[src/rtl/mem_bus_sched.sv]
// rtl/mem_bus_sched.sv - miss-fill read / write-back buffer scheduler for a single memory bus
// Optional store-to-load forwarding from the write-back FIFO under `WB_FORWARD_EN.
module mem_bus_sched (
  input  logic       clk,
  input  logic       rst,
  input  logic       rd_req,
  input  logic [7:0] rd_address,
  output logic       rd_grant,
  output logic [7:0] rd_data,
  output logic       rd_done,
  input  logic       wb_push,
  input  logic [7:0] wb_address,
  input  logic [7:0] wb_data,
  output logic       wb_full,
  output logic [3:0] wb_count,
  output logic       wb_overflow,
  output logic [7:0] mem_address,
  output logic [7:0] mem_data,
  output logic       bus_access,
  output logic       write_opn_to_bus,
  input  logic       finish,
  input  logic [7:0] out_data_Mem
);

`ifdef WB_FORWARD_EN
  typedef enum logic [1:0] {IDLE, RD_BUS, WR_BUS, FWD} state_t;
`else
  typedef enum logic [1:0] {IDLE, RD_BUS, WR_BUS} state_t;
`endif

  state_t     state, state_nxt;
  logic [7:0] fifo_addr [8];
  logic [7:0] fifo_data [8];
  logic [2:0] head, tail;
  logic [3:0] count, count_nxt;
  logic [7:0] rd_addr_q, rd_addr_nxt;
  logic       push_ok, pop, match, rd_go;
  logic       grant_nxt, done_nxt, bus_nxt, wr_nxt;
  logic [7:0] rd_data_nxt, maddr_nxt, mdata_nxt;
`ifdef WB_FORWARD_EN
  logic [7:0] fwd_data_q, fwd_nxt, match_data;
`endif

  assign wb_count = count;
  assign push_ok  = wb_push & ~wb_full;
  assign pop      = (state == WR_BUS) & finish;
  // rd_done high means the requester has not yet had a cycle to drop rd_req
  assign rd_go    = rd_req & ~rd_done;

  // Ascending scan so the last hit is the youngest valid entry
  always_comb begin
    match = 1'b0;
`ifdef WB_FORWARD_EN
    match_data = 8'h00;
`endif
    for (int i = 0; i < 8; i++) begin
      if ((4'(i) < count) && (fifo_addr[head + 3'(i)] == rd_address)) begin
        match = 1'b1;
`ifdef WB_FORWARD_EN
        match_data = fifo_data[head + 3'(i)];
`endif
      end
    end
  end

  always_comb begin
    case ({push_ok, pop})
      2'b10:   count_nxt = count + 4'd1;
      2'b01:   count_nxt = count - 4'd1;
      default: count_nxt = count;
    endcase
  end

  always_comb begin
    state_nxt   = state;
    grant_nxt   = 1'b0;
    done_nxt    = 1'b0;
    rd_data_nxt = rd_data;
    rd_addr_nxt = rd_addr_q;
    bus_nxt     = 1'b0;
    wr_nxt      = 1'b0;
    maddr_nxt   = 8'h00;
    mdata_nxt   = 8'h00;
`ifdef WB_FORWARD_EN
    fwd_nxt     = fwd_data_q;
`endif
    case (state)
      IDLE: begin
        if (wb_full) begin
          state_nxt = WR_BUS;
        end else if (rd_go && match) begin
`ifdef WB_FORWARD_EN
          state_nxt = FWD;
          grant_nxt = 1'b1;
          fwd_nxt   = match_data;
`else
          state_nxt = WR_BUS;
`endif
        end else if (rd_go) begin
          state_nxt   = RD_BUS;
          grant_nxt   = 1'b1;
          rd_addr_nxt = rd_address;
        end else if (count != 4'd0) begin
          state_nxt = WR_BUS;
        end
      end
      RD_BUS: begin
        if (finish) begin
          state_nxt   = IDLE;
          done_nxt    = 1'b1;
          rd_data_nxt = out_data_Mem;
        end
      end
      WR_BUS: begin
        if (finish) state_nxt = IDLE;
      end
`ifdef WB_FORWARD_EN
      FWD: begin
        state_nxt   = IDLE;
        done_nxt    = 1'b1;
        rd_data_nxt = fwd_data_q;
      end
`endif
      default: state_nxt = IDLE;
    endcase

    // Bus outputs are registered from the state being entered
    case (state_nxt)
      RD_BUS: begin
        bus_nxt   = 1'b1;
        maddr_nxt = rd_addr_nxt;
      end
      WR_BUS: begin
        bus_nxt   = 1'b1;
        wr_nxt    = 1'b1;
        maddr_nxt = fifo_addr[head];
        mdata_nxt = fifo_data[head];
      end
      default: bus_nxt = 1'b0;
    endcase
  end

  always_ff @(posedge clk) begin
    if (push_ok) begin
      fifo_addr[tail] <= wb_address;
      fifo_data[tail] <= wb_data;
    end
  end

  always_ff @(posedge clk) begin
    if (!rst) begin
      state            <= IDLE;
      head             <= 3'd0;
      tail             <= 3'd0;
      count            <= 4'd0;
      wb_full          <= 1'b0;
      wb_overflow      <= 1'b0;
      rd_addr_q        <= 8'h00;
      rd_grant         <= 1'b0;
      rd_done          <= 1'b0;
      rd_data          <= 8'h00;
      bus_access       <= 1'b0;
      write_opn_to_bus <= 1'b0;
      mem_address      <= 8'h00;
      mem_data         <= 8'h00;
`ifdef WB_FORWARD_EN
      fwd_data_q       <= 8'h00;
`endif
    end else begin
      state            <= state_nxt;
      if (push_ok) tail <= tail + 3'd1;
      if (pop) head <= head + 3'd1;
      count            <= count_nxt;
      wb_full          <= (count_nxt == 4'd8);
      if (wb_push && wb_full) wb_overflow <= 1'b1;
      rd_addr_q        <= rd_addr_nxt;
      rd_grant         <= grant_nxt;
      rd_done          <= done_nxt;
      rd_data          <= rd_data_nxt;
      bus_access       <= bus_nxt;
      write_opn_to_bus <= wr_nxt;
      mem_address      <= maddr_nxt;
      mem_data         <= mdata_nxt;
`ifdef WB_FORWARD_EN
      fwd_data_q       <= fwd_nxt;
`endif
    end
  end

endmodule

[config.mk]
export PLATFORM = sky130hd
export DESIGN_NAME = mem_bus_sched
export DESIGN_NICKNAME = d
export VERILOG_FILES = /design/src/rtl/mem_bus_sched.sv
export SDC_FILE = /design/constraint.sdc
export NUM_CORES = 1
export LEC_CHECK = 0
export CORE_MARGIN = 5
export CORE_UTILIZATION = 40
export DETAILED_ROUTE_END_ITERATION = 16
export MAX_ROUTING_LAYER = met4
export PLACE_DENSITY_LB_ADDON = 0.25
export SLEW_MARGIN = 20
export SYNTH_ARGS = -nofsm -noshare
export SYNTH_HDL_FRONTEND = slang
export SYNTH_SLANG_ARGS = --single-unit
[constraint.sdc]
create_clock -name clk -period 7.43 [get_ports clk]
set_clock_uncertainty 0.05 [all_clocks]
set_input_delay 1.486 -clock clk [delete_from_list [all_inputs] [get_ports clk]]
set_output_delay 1.486 -clock clk [all_outputs]
set_load 0.1 [all_outputs]
# Word level (Yosys, flattened, before mapping)
# Memory sizes are Yosys's and may differ from the RTL's. A register that Yosys moved wholly into a read port is not among the register bits.
# Cells that the tools add are included.
# op_classes
eq_ne,15
bitwise,7
muxes,28
n_addsub,10
magnitude_cmp,8
n_reduce_logical,19
# op_table
cell,count
== test 8 bit,8
2-to-1 mux 8 bit,4
"< comparator 3 x 4 -> 1 bit, first input constant",4
case mux 8 bit (2 select lines),1
2-to-1 mux 1 bit,14
"adder 3 bit, second input constant",4
logical AND 1 bit,10
2-to-1 mux 2 bit,5
"< comparator 1 x 4 -> 1 bit, first input constant",2
"< comparator 2 x 4 -> 1 bit, first input constant",2
case mux 4 bit (2 select lines),1
"adder 3 x 1 -> 3 bit, second input constant",2
"adder 3 x 2 -> 3 bit, second input constant",2
"== test 2 x 1 -> 1 bit, second input constant",3
"== test 2 bit, second input constant",3
2-to-1 mux 3 bit,2
AND reduction 2 bit,3
"adder 4 x 1 -> 4 bit, second input constant",1
"== test 4 bit, second input constant",1
inverter 1 bit,4
case mux 2 bit (2 select lines),1
nonzero test 4 bit,1
OR reduction 2 bit,2
OR reduction 4 bit,1
4 further kinds,6
# word_totals
regBits,42
input_bits,37
n_memories,2
ramBits,128
# mem_list
memory,words,word_bits,rd,rd_clocked_by_memory_dff,wr,line_no,rtl
fifo_addr,8,8,8,1,1,32,logic [7:0] fifo_addr [8];
fifo_data,8,8,1,1,1,33,logic [7:0] fifo_data [8];

# Logic depth before layout (Yosys ltp)
# Gate-level depths: netlist of run 1.
# An unclocked memory read counts as a cell.
# logic_depth
depth_word,18
ltp_mapped,21

# Worst setup path before layout of run 1
# No wires, ideal clock.
# synth_path
path_kind,register to register
startpoint,register head[0]
endpoint,register mem_address[6]
slack_ns,3.156
n_path_buf,6
setup_ns,0.075
synth_period_minus_slack_ns,4.274
t_arrival_ns,4.149
stages_incl_launch_ff,22
path_cell_list,dfxtp_1 buf_6 inv_2 buf_1 ha_1 buf_4 buf_4 buf_6 mux2i_1 mux4_2 xnor2_1 nor2_1 o2111ai_1 nand4_1 nor4b_2 buf_6 a21oi_2 or2_1 ha_1 nor2_1 nand2_1 o22ai_1
# synth_between
elab_chain_cells,17
elab_cells_between_ends,39
classes_between,add/sub: 7; eq/ne: 9; mux: 14; reduce/logical: 8; memory: 1
# synth_rtl
element,line_no,rtl
from (decl),34,"logic [2:0] head, tail;"
from (signal assigned),172,if (pop) head <= head + 3'd1;
adder 3 x 1 -> 3 bit,57,if ((4'(i) < count) && (fifo_addr[head + 3'(i)] == rd_address)) begin
memory read (8 x 8 bit) *,n/a,
== test 8 bit,57,
logical AND 1 bit,57,
2-to-1 mux 1 bit (6 in a row),57,
2-to-1 mux 1 bit *,57,
logical AND 1 bit *,91,end else if (rd_go && match) begin
2-to-1 mux 2 bit,91,
2-to-1 mux 2 bit,89,if (wb_full) begin
case mux 2 bit (2 select lines),87,case (state)
== test 2 bit or == test 2 x 1 -> 1 bit (tied branches),128,case (state_nxt)
case mux 8 bit (2 select lines) *,128,
to (signal assigned),182,mem_address <= maddr_nxt;
to (decl),17,"output logic [7:0] mem_address,"
# Mark *: on every way between the ends. The rest lies on a longest branch, timed or not.
# A chain may end at the register's enable or synchronous reset.

# Worst setup path in the final report of run 1
# layout_path
startpoint,register head[0]
endpoint,register mem_address[2]
# The elaborated chain is that of the path after synthesis.

==> results.py, run 1 <==
metrics = {
    "die": {
        "die_h_microns": 176,
        "num_rows": 60,
        "coreArea_sq_um": 27000,
        "die-width_microns": 176,
        "start_util": 0.407,
        "die_area_sq_um": 30900,
        "ios": 71,
    },
    "final_layout": {
        "drive_above_1_share": 0.180,
        "seqCellArea_sq_um": 4910,
        "stdcell_count": 1242,
        "syn2layout_area_growth_pct": 14.0,
        "diodes": 0,
        "fillers": 2444,
        "final_util": 0.465,
        "multi_input_area_sq_um": 5720,
        "final_nets": 939,
    },
    "cts": {
        "cts_setup_buffers": 0,
        "cts_max_level": 4,
        "clk_latency_ns": 0.45,
        "post_cts_resized": 0,
        "cts.sinks": 181,
        "clk_pin_slew_ns": 0.08,
        "clock_path_buffers": 2,
        "cts_hold_buffers": 0,
        "cts_tree": "done",
        "root_buffer": "clkbuf_16",
        "cts_buffers": 17,
    },
    "timing": {
        "rsz0062_at_grt": "false",
        "fin_tns_setup_ns": 0,
        "fmax_mhz": 186,
        "slew_violations": 0,
        "min_period_over_period": 0.725,
        "worst_slew_pin_slew_ns": 1.09,
        "setup_viol": 0,
        "relSlewSlack": 0.272,
        "hold_viol_final": 0,
        "worst_slack_ns": 2.04,
        "period_minus_slack_ns": 5.39,
    },
    "route": {
        "vias": 7393,
        "initialDrtViolationCount": 620,
        "via_per_inst": 5.95,
        "first_pass_iters": 5,
        "drc": 0,
        "ant_nets": 0,
        "routedWlPerCell_microns": 23.7,
        "drt_wl_total_microns": 29400,
    },
    "global_route": {
        "grt_pass1_wl_microns": 45200,
        "overflow": 0,
        "antenna_found_initial": 0,
        "first_global_vias": 7358,
        "grt_usage": 0.197,
        "grt_max_degree": 73,
    },
    "critical_path": {
        "critical-path-slowest-cell": "a2111oi_0",
        "crit_type": "flop to flop",
        "critPathArrivalTime_ns": 5.69,
        "endpoint_kind": "flop",
        "required_ns": 7.73,
        "path_common_cell": "buf_4",
        "crit_fanout": 60,
        "crit_path_max_incr_delay_ns": 0.86,
        "path_cells": "buf_4, buf_4, nor2b_1, a22oi_1, a21o_1, a2111oi_0, a221oi_1, nand4_1, nor4b_2, buf_4, a21oi_2, or2_1, ha_1, nor2_1, nand2_1, o22ai_1",
        "cp-start-kind": "flop",
    },
    "run_status": {
        "status": "completed",
    },
    "synth": {
        "syn_inst": 842,
        "ys_top_cells_by_area": "edfxtp_1 (35%), mux4_2 (18%), mux2i_1 (10%)",
        "synthFlopType": "edfxtp_1",
        "synth.cell_area_sq_um": 11000,
        "ys_ff_latch": 181,
        "synth_cell_types": 60,
        "syn_area_per_cell_sq_um": 13.1,
        "yosys.area.top_type_share": 0.349,
        "synth_fp_nets": 893,
        "ys_async_sr_fraction": 0,
        "yosysSeqAreaShare": 0.445,
        "synth_edf_count": 128,
        "yosys_warnings": 0,
        "synth_top_cell_by_area": "edfxtp_1",
    },
    "pwr": {
        "pwr-share-clk": 0.368,
        "p_per_area_nw_per_um2": 200,
        "power_leakage_nw": 3.99,
        "p_sw_frac": 0.306,
        "peakVddDrop_uv": 103,
        "internal-power_mw": 1.74,
        "power_frac_seq": 0.453,
        "power.share.combinational": 0.180,
        "p_sw_uw": 768,
    },
    "placed_design": {
        "place_ws_ns": 2.03,
        "place_inst": 1210,
        "port_buffers": 70,
        "hpwl_microns": 19500,
        "gp_congestion": 0.914,
    },
    "flow_run": {
        "cap_violations": 0,
    },
    "worst_hold_path": {
        "hp-class": "flop to flop",
    },
}
[synthesized netlist by cell type (2+ instances only)]
master,instances
mux4_2,90
a32oi_1,2
o32a_1,2
o21ai_0,10
buf_6,8
a221oi_1,3
a211o_1,2
edfxtp_1,128
nor4_2,2
nor4_1,5
a211oi_1,2
nor2_1,45
a21oi_1,28
clkbuf_1,16
buf_4,5
xor2_1,24
nand2b_1,9
nand3b_1,4
a2111oi_0,3
o22ai_1,9
nand2_1,49
nor3_1,14
a2bb2oi_1,3
nand4_1,9
a22oi_1,12
a31o_2,3
o21bai_1,2
nor2b_1,7
ha_1,14
buf_2,26
a21o_1,3
dfxtp_1,53
a31oi_1,2
inv_1,14
nor3b_1,13
and3b_1,2
mux2i_1,114
o2111ai_1,2
nand3_1,24
buf_1,5
mux2_2,5
and2_1,3
xnor2_1,49
[cells by family (layout without fill, tap and decap cells)]
group / after synthesis / count (layout) / synth area share
mux: 210 / 210 / 0.294
simple gates: 191 / 191 / 0.0874
flops: 181 / 181 / 0.445
compound gates: 96 / 96 / 0.0593
buf+inv: 76 / 135 / 0.0375
xor+xnor: 74 / 74 / 0.0606
fa+ha+maj: 14 / 14 / 0.0159
[power by group through the flow]
stage	Combinational [mW]	Sequential, mW	Clock (mW)
after floorplan	0.258	1.23	0
after global placement	0.448	1.16	0
after detailed placement	0.450	1.16	0
after CTS	0.452	1.14	0.946
after global routing	0.481	1.14	0.984
final	0.451	1.14	0.924
[through the flow]
| stage | total power, mW | hold slack, ns | instance area [sq um] |
|---|---|---|---|
| finish | 2.51 | 0.408 | 12600 |
| global placement | 1.61 | 0.392 | 12000 |
| floorplan | 1.49 | 0.406 | 11000 |
| CTS | 2.53 | 0.411 | 12600 |
| detailed placement | 1.61 | 0.398 | 12000 |
| global route | 2.61 | 0.424 | 12600 |
[layer usage]
metal  vias up  GRT usage  wire length, microns
met4         0     0.0598                   581
met1      3741      0.266                 13400
li1       3361          -                     -
met5         -          -                     0
met3        28     0.0336                  1680
met2       263      0.306                 13700
[final timing paths]
path,startpoint,endpoint,slack [ns],depth (start not counted)
hold reg to reg,rd_data[1],rd_data[1],0.41,2
setup reg to reg,head[0],mem_address[2],2.04,16
setup / recovery,head[0],mem_address[2],2.04,16
hold / removal,rd_data[1],rd_data[1],0.41,2
[sequential cells by signal (all words and copies together), names as in the netlist, named ones only]
register          cells
tail                  3
fifo_data            64
bus_access            1
mem_data              8
write_opn_to_bus      1
wb_count              4
mem_address           8
fifo_addr            64
rd_addr_q             8
rd_done               1
wb_full               1
rd_data               8
state                 2
head                  3
rd_grant              1
wb_overflow           1
[area by class of cell]
class / instances / share of cell area
Tap cell: 341 / 0.0340
Clock buffer: 17 / 0.0339
Inverter: 15 / 0.00448
Multi-Input combinational cell: 585 / 0.456
Sequential cell: 181 / 0.391
Timing Repair Buffer: 88 / 0.0666
Clock inverter: 15 / 0.0139
[cell usage in the layout, fill, tap and decap left out, drive strengths merged, types with 6 or more instances in the layout]
| cell | netlist | layout |
|---|---|---|
| inv | 15 | 22 |
| nor2 | 45 | 45 |
| a22oi | 12 | 12 |
| ha | 14 | 14 |
| nand3 | 24 | 24 |
| edfxtp | 128 | 128 |
| nor4 | 7 | 7 |
| clkinv | 0 | 7 |
| mux2i | 114 | 114 |
| clkbuf | 16 | 17 |
| mux4 | 90 | 90 |
| a21oi | 29 | 29 |
| nor2b | 7 | 7 |
| o21ai | 11 | 11 |
| o22ai | 9 | 9 |
| xor2 | 24 | 24 |
| xnor2 | 50 | 50 |
| nand4 | 9 | 9 |
| clkdlybuf4s50 | 0 | 70 |
| nand2b | 9 | 9 |
| nor3b | 13 | 13 |
| dfxtp | 53 | 53 |
| mux2 | 6 | 6 |
| nand2 | 49 | 49 |
| buf | 45 | 18 |
| nor3 | 14 | 14 |
[critical path: cells and delay by family (launching register included)]
kind                       cells  cell delay (ns)
buffers and inverters          3             1.54
DFF                            1             0.35
AOI/OAI and AO/OA              6             1.89
and+or+nand+nor                6             1.21
adders and majority gates      1             0.22
(Power assumes the default switching activity.)
==> inputs of run 2 (changes only) <==
clock period = 4.7 ns   (was 7.43 ns; I/O delays follow)
==> run 2 against run 1 <==
- sequential cell count unchanged
- register-to-register slack got worse by 1.8 ns
- combinational power increased by 63%
- critical path depth decreased by 1
- final cell count increased by 2.3%
- count of clock-buffer cells in the layout unchanged
- core utilization increased by 0.83 points
==> results.py, run 2 (synthesis gave the netlist of run 1 again) <==
metrics = {
    "die": {
        "num_rows": 60,
        "start_util": 0.407,
        "die-width_microns": 176,
        "die_h_microns": 176,
        "die_area_sq_um": 30900,
        "ios": 71,
        "coreArea_sq_um": 27000,
    },
    "flow_run": {
        "cap_violations": 0,
    },
    "placed_design": {
        "place_ws_ns": 0.252,
        "port_buffers": 70,
        "hpwl_microns": 20700,
        "post_dp_cell_area_sq_um": 12200,
        "gp_congestion": 0.962,
    },
    "final_layout": {
        "layout_common_cells": "edfxtp_1 (128), mux2i_1 (114), mux4_2 (90), clkdlybuf4s50_1 (70), dfxtp_1 (50)",
        "final_util": 0.473,
        "diodes": 0,
        "syn2layout_area_growth_pct": 16.1,
        "reg.largest.list": "fifo_addr x64, fifo_data x64",
        "seqCellArea_sq_um": 4910,
        "fin_area_sq_um": 12800,
        "layout_commonest_cell": "edfxtp_1",
        "fillers": 2426,
        "final_nets": 967,
        "multi_input_area_sq_um": 5720,
        "drive_above_1_share": 0.203,
    },
    "cts": {
        "cts.sinks": 181,
        "cts_buffers": 17,
        "clk_latency_ns": 0.45,
        "cts_hold_buffers": 0,
        "clock_path_buffers": 2,
        "cts_max_level": 4,
        "post_cts_resized": 0,
        "cts_setup_buffers": 0,
        "root_buffer": "clkbuf_16",
        "cts_tree": "done",
        "clk_pin_slew_ns": 0.08,
    },
    "critical_path": {
        "crit_type": "flop to flop",
        "required_ns": 5.00,
        "endpoint_kind": "flop",
        "crit_start": "head[0]",
        "critPathArrivalTime_ns": 4.71,
        "crit_fanout": 44,
        "cp-start-kind": "flop",
        "r2r_start": "head[0]",
    },
    "timing": {
        "relSlewSlack": 0.346,
        "worst_slew_pin_slew_ns": 0.978,
        "period_minus_slack_ns": 4.41,
        "setup_viol": 0,
        "fmax_mhz": 227,
        "fin_tns_setup_ns": 0,
        "slew_violations": 0,
        "min_period_over_period": 0.939,
        "hold_viol_final": 0,
        "worst_slack_ns": 0.287,
        "rsz0062_at_grt": "false",
    },
    "run_status": {
        "status": "completed",
    },
    "global_route": {
        "first_global_vias": 7461,
        "grt_max_degree": 63,
        "grt_usage": 0.202,
        "antenna_found_initial": 0,
        "grt_pass1_wl_microns": 46100,
        "overflow": 0,
    },
    "worst_hold_path": {
        "hp-start": "rd_data[2]",
        "hp-class": "flop to flop",
    },
    "route": {
        "drc": 0,
        "via_per_inst": 5.93,
        "vias": 7527,
        "ant_nets": 0,
        "initialDrtViolationCount": 547,
        "drt_wl_total_microns": 30000,
        "routedWlPerCell_microns": 23.6,
        "first_pass_iters": 5,
    },
    "pwr": {
        "p_per_area_nw_per_um2": 312,
        "peakVddDrop_uv": 239,
        "power_leakage_nw": 4.13,
    },
}
[run 2: changes by cell type in the layout (fill, tap and decap cells not counted), sizes merged]
cell,delta
clkinvlp,+1
buf,+28
clkinv,-1
[run 2: critical path: stages, from the launching register on]
cell       delay (ns)
dfxtp_4          0.37
buf_4            0.60
mux2i_1          0.16
mux4_2           0.50
xnor2_1          0.29
a2111oi_0        0.13
buf_4            0.16
a221oi_1         0.31
nand4_1          0.18
nor4b_2          0.36
a21oi_2          0.08
or2_1            0.22
ha_1             0.29
nor2_1           0.17
nand2_1          0.21
o22ai_1          0.21
[run 2: path summary, 6_finish.rpt]
| path | end | slack [ns] | cells past startpoint |
|---|---|---|---|
| worst min register to register | rd_data[2] | 0.40 | 2 |
| worst min-delay path | rd_data[2] | 0.40 | 2 |
| worst max-delay path | mem_address[2] | 0.29 | 15 |
| worst max register to register | mem_address[2] | 0.29 | 15 |
[run 2: final cells by class]
class | count | area share
Tap cell | 341 | 0.0334
Multi-Input combinational cell | 585 | 0.448
Inverter | 15 | 0.00440
Timing Repair Buffer | 116 | 0.0828
Clock buffer | 17 | 0.0333
Clock inverter | 15 | 0.0140
Sequential cell | 181 | 0.384
[run 2: per-layer routing]
metal,wire [microns],up-vias,track usage
li1,-,3424,-
met1,13300,3770,0.272
met2,14000,287,0.311
met3,1630,46,0.0331
met4,1060,0,0.0744
met5,0,-,-
[run 2: where the power goes]
part	switching [mW]	total (mW)	internal, mW
clock network	0.737	1.46	0.722
logic	0.446	0.737	0.291
registers	0.0361	1.79	1.76
total	1.22	3.99	2.77
[run 2: per-stage QoR]
| step | total power [mW] | std cells | hold WS (ns) |
|---|---|---|---|
| 4_1_cts | 4.03 | 1270 | 0.408 |
| 3_3_place_gp | 2.57 | 1238 | 0.393 |
| 5_1_grt | 4.15 | 1270 | 0.433 |
| 2_1_floorplan | 2.35 | 842 | 0.406 |
| 6_report | 3.99 | 1270 | 0.405 |
| 3_5_place_dp | 2.57 | 1238 | 0.396 |
==> inputs of run 3 (changes only) <==
PLACE_DENSITY_LB_ADDON = unset   (was 0.25)
==> run 3 against run 2 <==
- wire length fell by 0.15%
- combinational power barely moved
- core utilization rose by 0.051 points
- cell area rose by 0.11%
- count of clock-buffer cells in the layout rose by 1
- global-route usage fell by 0.20 points
- worst hold slack got worse by 0.0024 ns
- power rose by 0.50%
- via count rose by 0.84%
- critical path depth fell by 1
- final cell count barely moved
- sequential share of layout area barely moved
==> results.py, run 3 (synthesis gave the netlist of run 1 again) <==
metrics = {
    "die": {
        "ios": 71,
        "start_util": 0.407,
        "coreArea_sq_um": 27000,
        "num_rows": 60,
        "die_area_sq_um": 30900,
        "die_h_microns": 176,
        "die-width_microns": 176,
    },
    "cts": {
        "root_buffer": "clkbuf_16",
        "clock_path_buffers": 2,
        "cts.sinks": 181,
        "cts_hold_buffers": 0,
        "cts_tree": "done",
        "cts_buffers": 17,
        "clk_latency_ns": 0.44,
        "cts_setup_buffers": 0,
        "clk_pin_slew_ns": 0.08,
        "post_cts_resized": 0,
        "cts_max_level": 4,
    },
    "final_layout": {
        "diodes": 0,
        "drive_above_1_share": 0.204,
        "syn2layout_area_growth_pct": 16.2,
        "layout_commonest_cell": "edfxtp_1",
        "final_nets": 966,
        "reg.largest.list": "fifo_addr x64, fifo_data x64",
        "layout_common_cells": "edfxtp_1 (128), mux2i_1 (114), mux4_2 (90), clkdlybuf4s50_1 (70), dfxtp_1 (50)",
        "fin_area_sq_um": 12800,
    },
    "timing": {
        "rsz0062_at_grt": "false",
        "relSlewSlack": 0.346,
        "period_minus_slack_ns": 4.37,
        "slew_violations": 0,
        "hold_viol_final": 0,
        "worst_slew_pin_slew_ns": 0.978,
        "fin_tns_setup_ns": 0,
        "fmax_mhz": 229,
        "setup_viol": 0,
        "hold_ws_ns": 0.402,
        "min_period_over_period": 0.930,
    },
    "critical_path": {
        "required_ns": 5.00,
        "cp-start-kind": "flop",
        "crit_type": "flop to flop",
        "critPathArrivalTime_ns": 4.67,
        "endpoint_kind": "flop",
        "crit_fanout": 26,
    },
    "global_route": {
        "antenna_found_initial": 0,
        "grt_max_degree": 107,
        "grt_usage": 0.200,
        "grt_pass1_wl_microns": 45900,
        "busiest_layer": "met2",
        "first_global_vias": 7585,
        "overflow": 0,
        "use_met2": 0.303,
        "use_met1": 0.272,
        "use_met3": 0.0413,
    },
    "placed_design": {
        "hpwl_microns": 20600,
        "post_dp_cell_area_sq_um": 12200,
        "port_buffers": 70,
        "gp_congestion": 0.966,
    },
    "route": {
        "ant_nets": 0,
        "via_per_inst": 5.98,
        "drt_wl_total_microns": 29900,
        "vias": 7590,
        "initialDrtViolationCount": 577,
        "first_pass_iters": 5,
        "routedWlPerCell_microns": 23.6,
        "drc": 0,
    },
    "pwr": {
        "p_sw_frac": 0.305,
        "p_sw_mw": 1.22,
        "p_per_area_nw_per_um2": 313,
        "internal-power_mw": 2.79,
        "power.share.combinational": 0.183,
        "power_frac_seq": 0.448,
        "power_leakage_nw": 4.13,
        "fin_total_pwr_mw": 4.01,
        "peakVddDrop_uv": 297,
        "pwr-share-clk": 0.369,
    },
    "run_status": {
        "status": "completed",
    },
    "flow_run": {
        "cap_violations": 0,
    },
    "worst_hold_path": {
        "hp-class": "flop to flop",
    },
}
==> run 3: area by class of cell <==
type / count / area (sq um)
Inverter: 15 / 56.3
Clock buffer: 18 / 439
Sequential cell: 181 / 4910
Tap cell: 341 / 427
Multi-Input combinational cell: 585 / 5720
Fill cell: 2405 / 14200
Clock inverter: 14 / 174
Timing Repair Buffer: 115 / 1060
==> run 3: layer usage <==
metal / vias to the layer above / wire length [microns]
met5: - / 0
met4: 0 / 996
met3: 47 / 1830
met2: 263 / 13800
met1: 3854 / 13400
li1: 3426 / -
==> run 3: per-stage QoR <==
stage / utilization / setup slack, ns / instances
after global routing: 0.473 / 0.0600 / 1269
after CTS: 0.473 / 0.340 / 1269
after floorplan: - / 0.426 / 842
after detailed placement: 0.451 / 0.347 / 1237
after global placement: 0.451 / 0.335 / 1237
final: 0.473 / 0.331 / 1269
==> run 3: worst paths after layout <==
check                                start              to  slack (ns)  depth (start not counted)
worst max register to register     head[2]  mem_address[5]        0.33                         14
worst max-delay path               head[2]  mem_address[5]        0.33                         14
worst min-delay path            rd_data[5]      rd_data[5]        0.40                          2
worst min register to register  rd_data[5]      rd_data[5]        0.40                          2
==> run 3: critical path, stage by stage (launching register included) <==
cell and delay [ns]:
dfxtp_4 0.69, xor2_2 0.60, buf_4 0.29, mux4_2 0.32, xor2_1 0.16, nor3_1 0.06
a31oi_1 0.33, nor4_2 0.12, or3b_1 0.38, o21ai_1 0.28, a211oi_1 0.12, ha_1 0.29
nor2_1 0.17, nand2_1 0.21, o22ai_1 0.20
==> run 3: power groups by stage <==
stage	logic (mW)	registers (mW)	clock network, mW
after floorplan	0.407	1.94	0
after global placement	0.734	1.83	0
after detailed placement	0.735	1.83	0
after CTS	0.738	1.79	1.51
after global routing	0.785	1.80	1.58
final	0.734	1.79	1.48
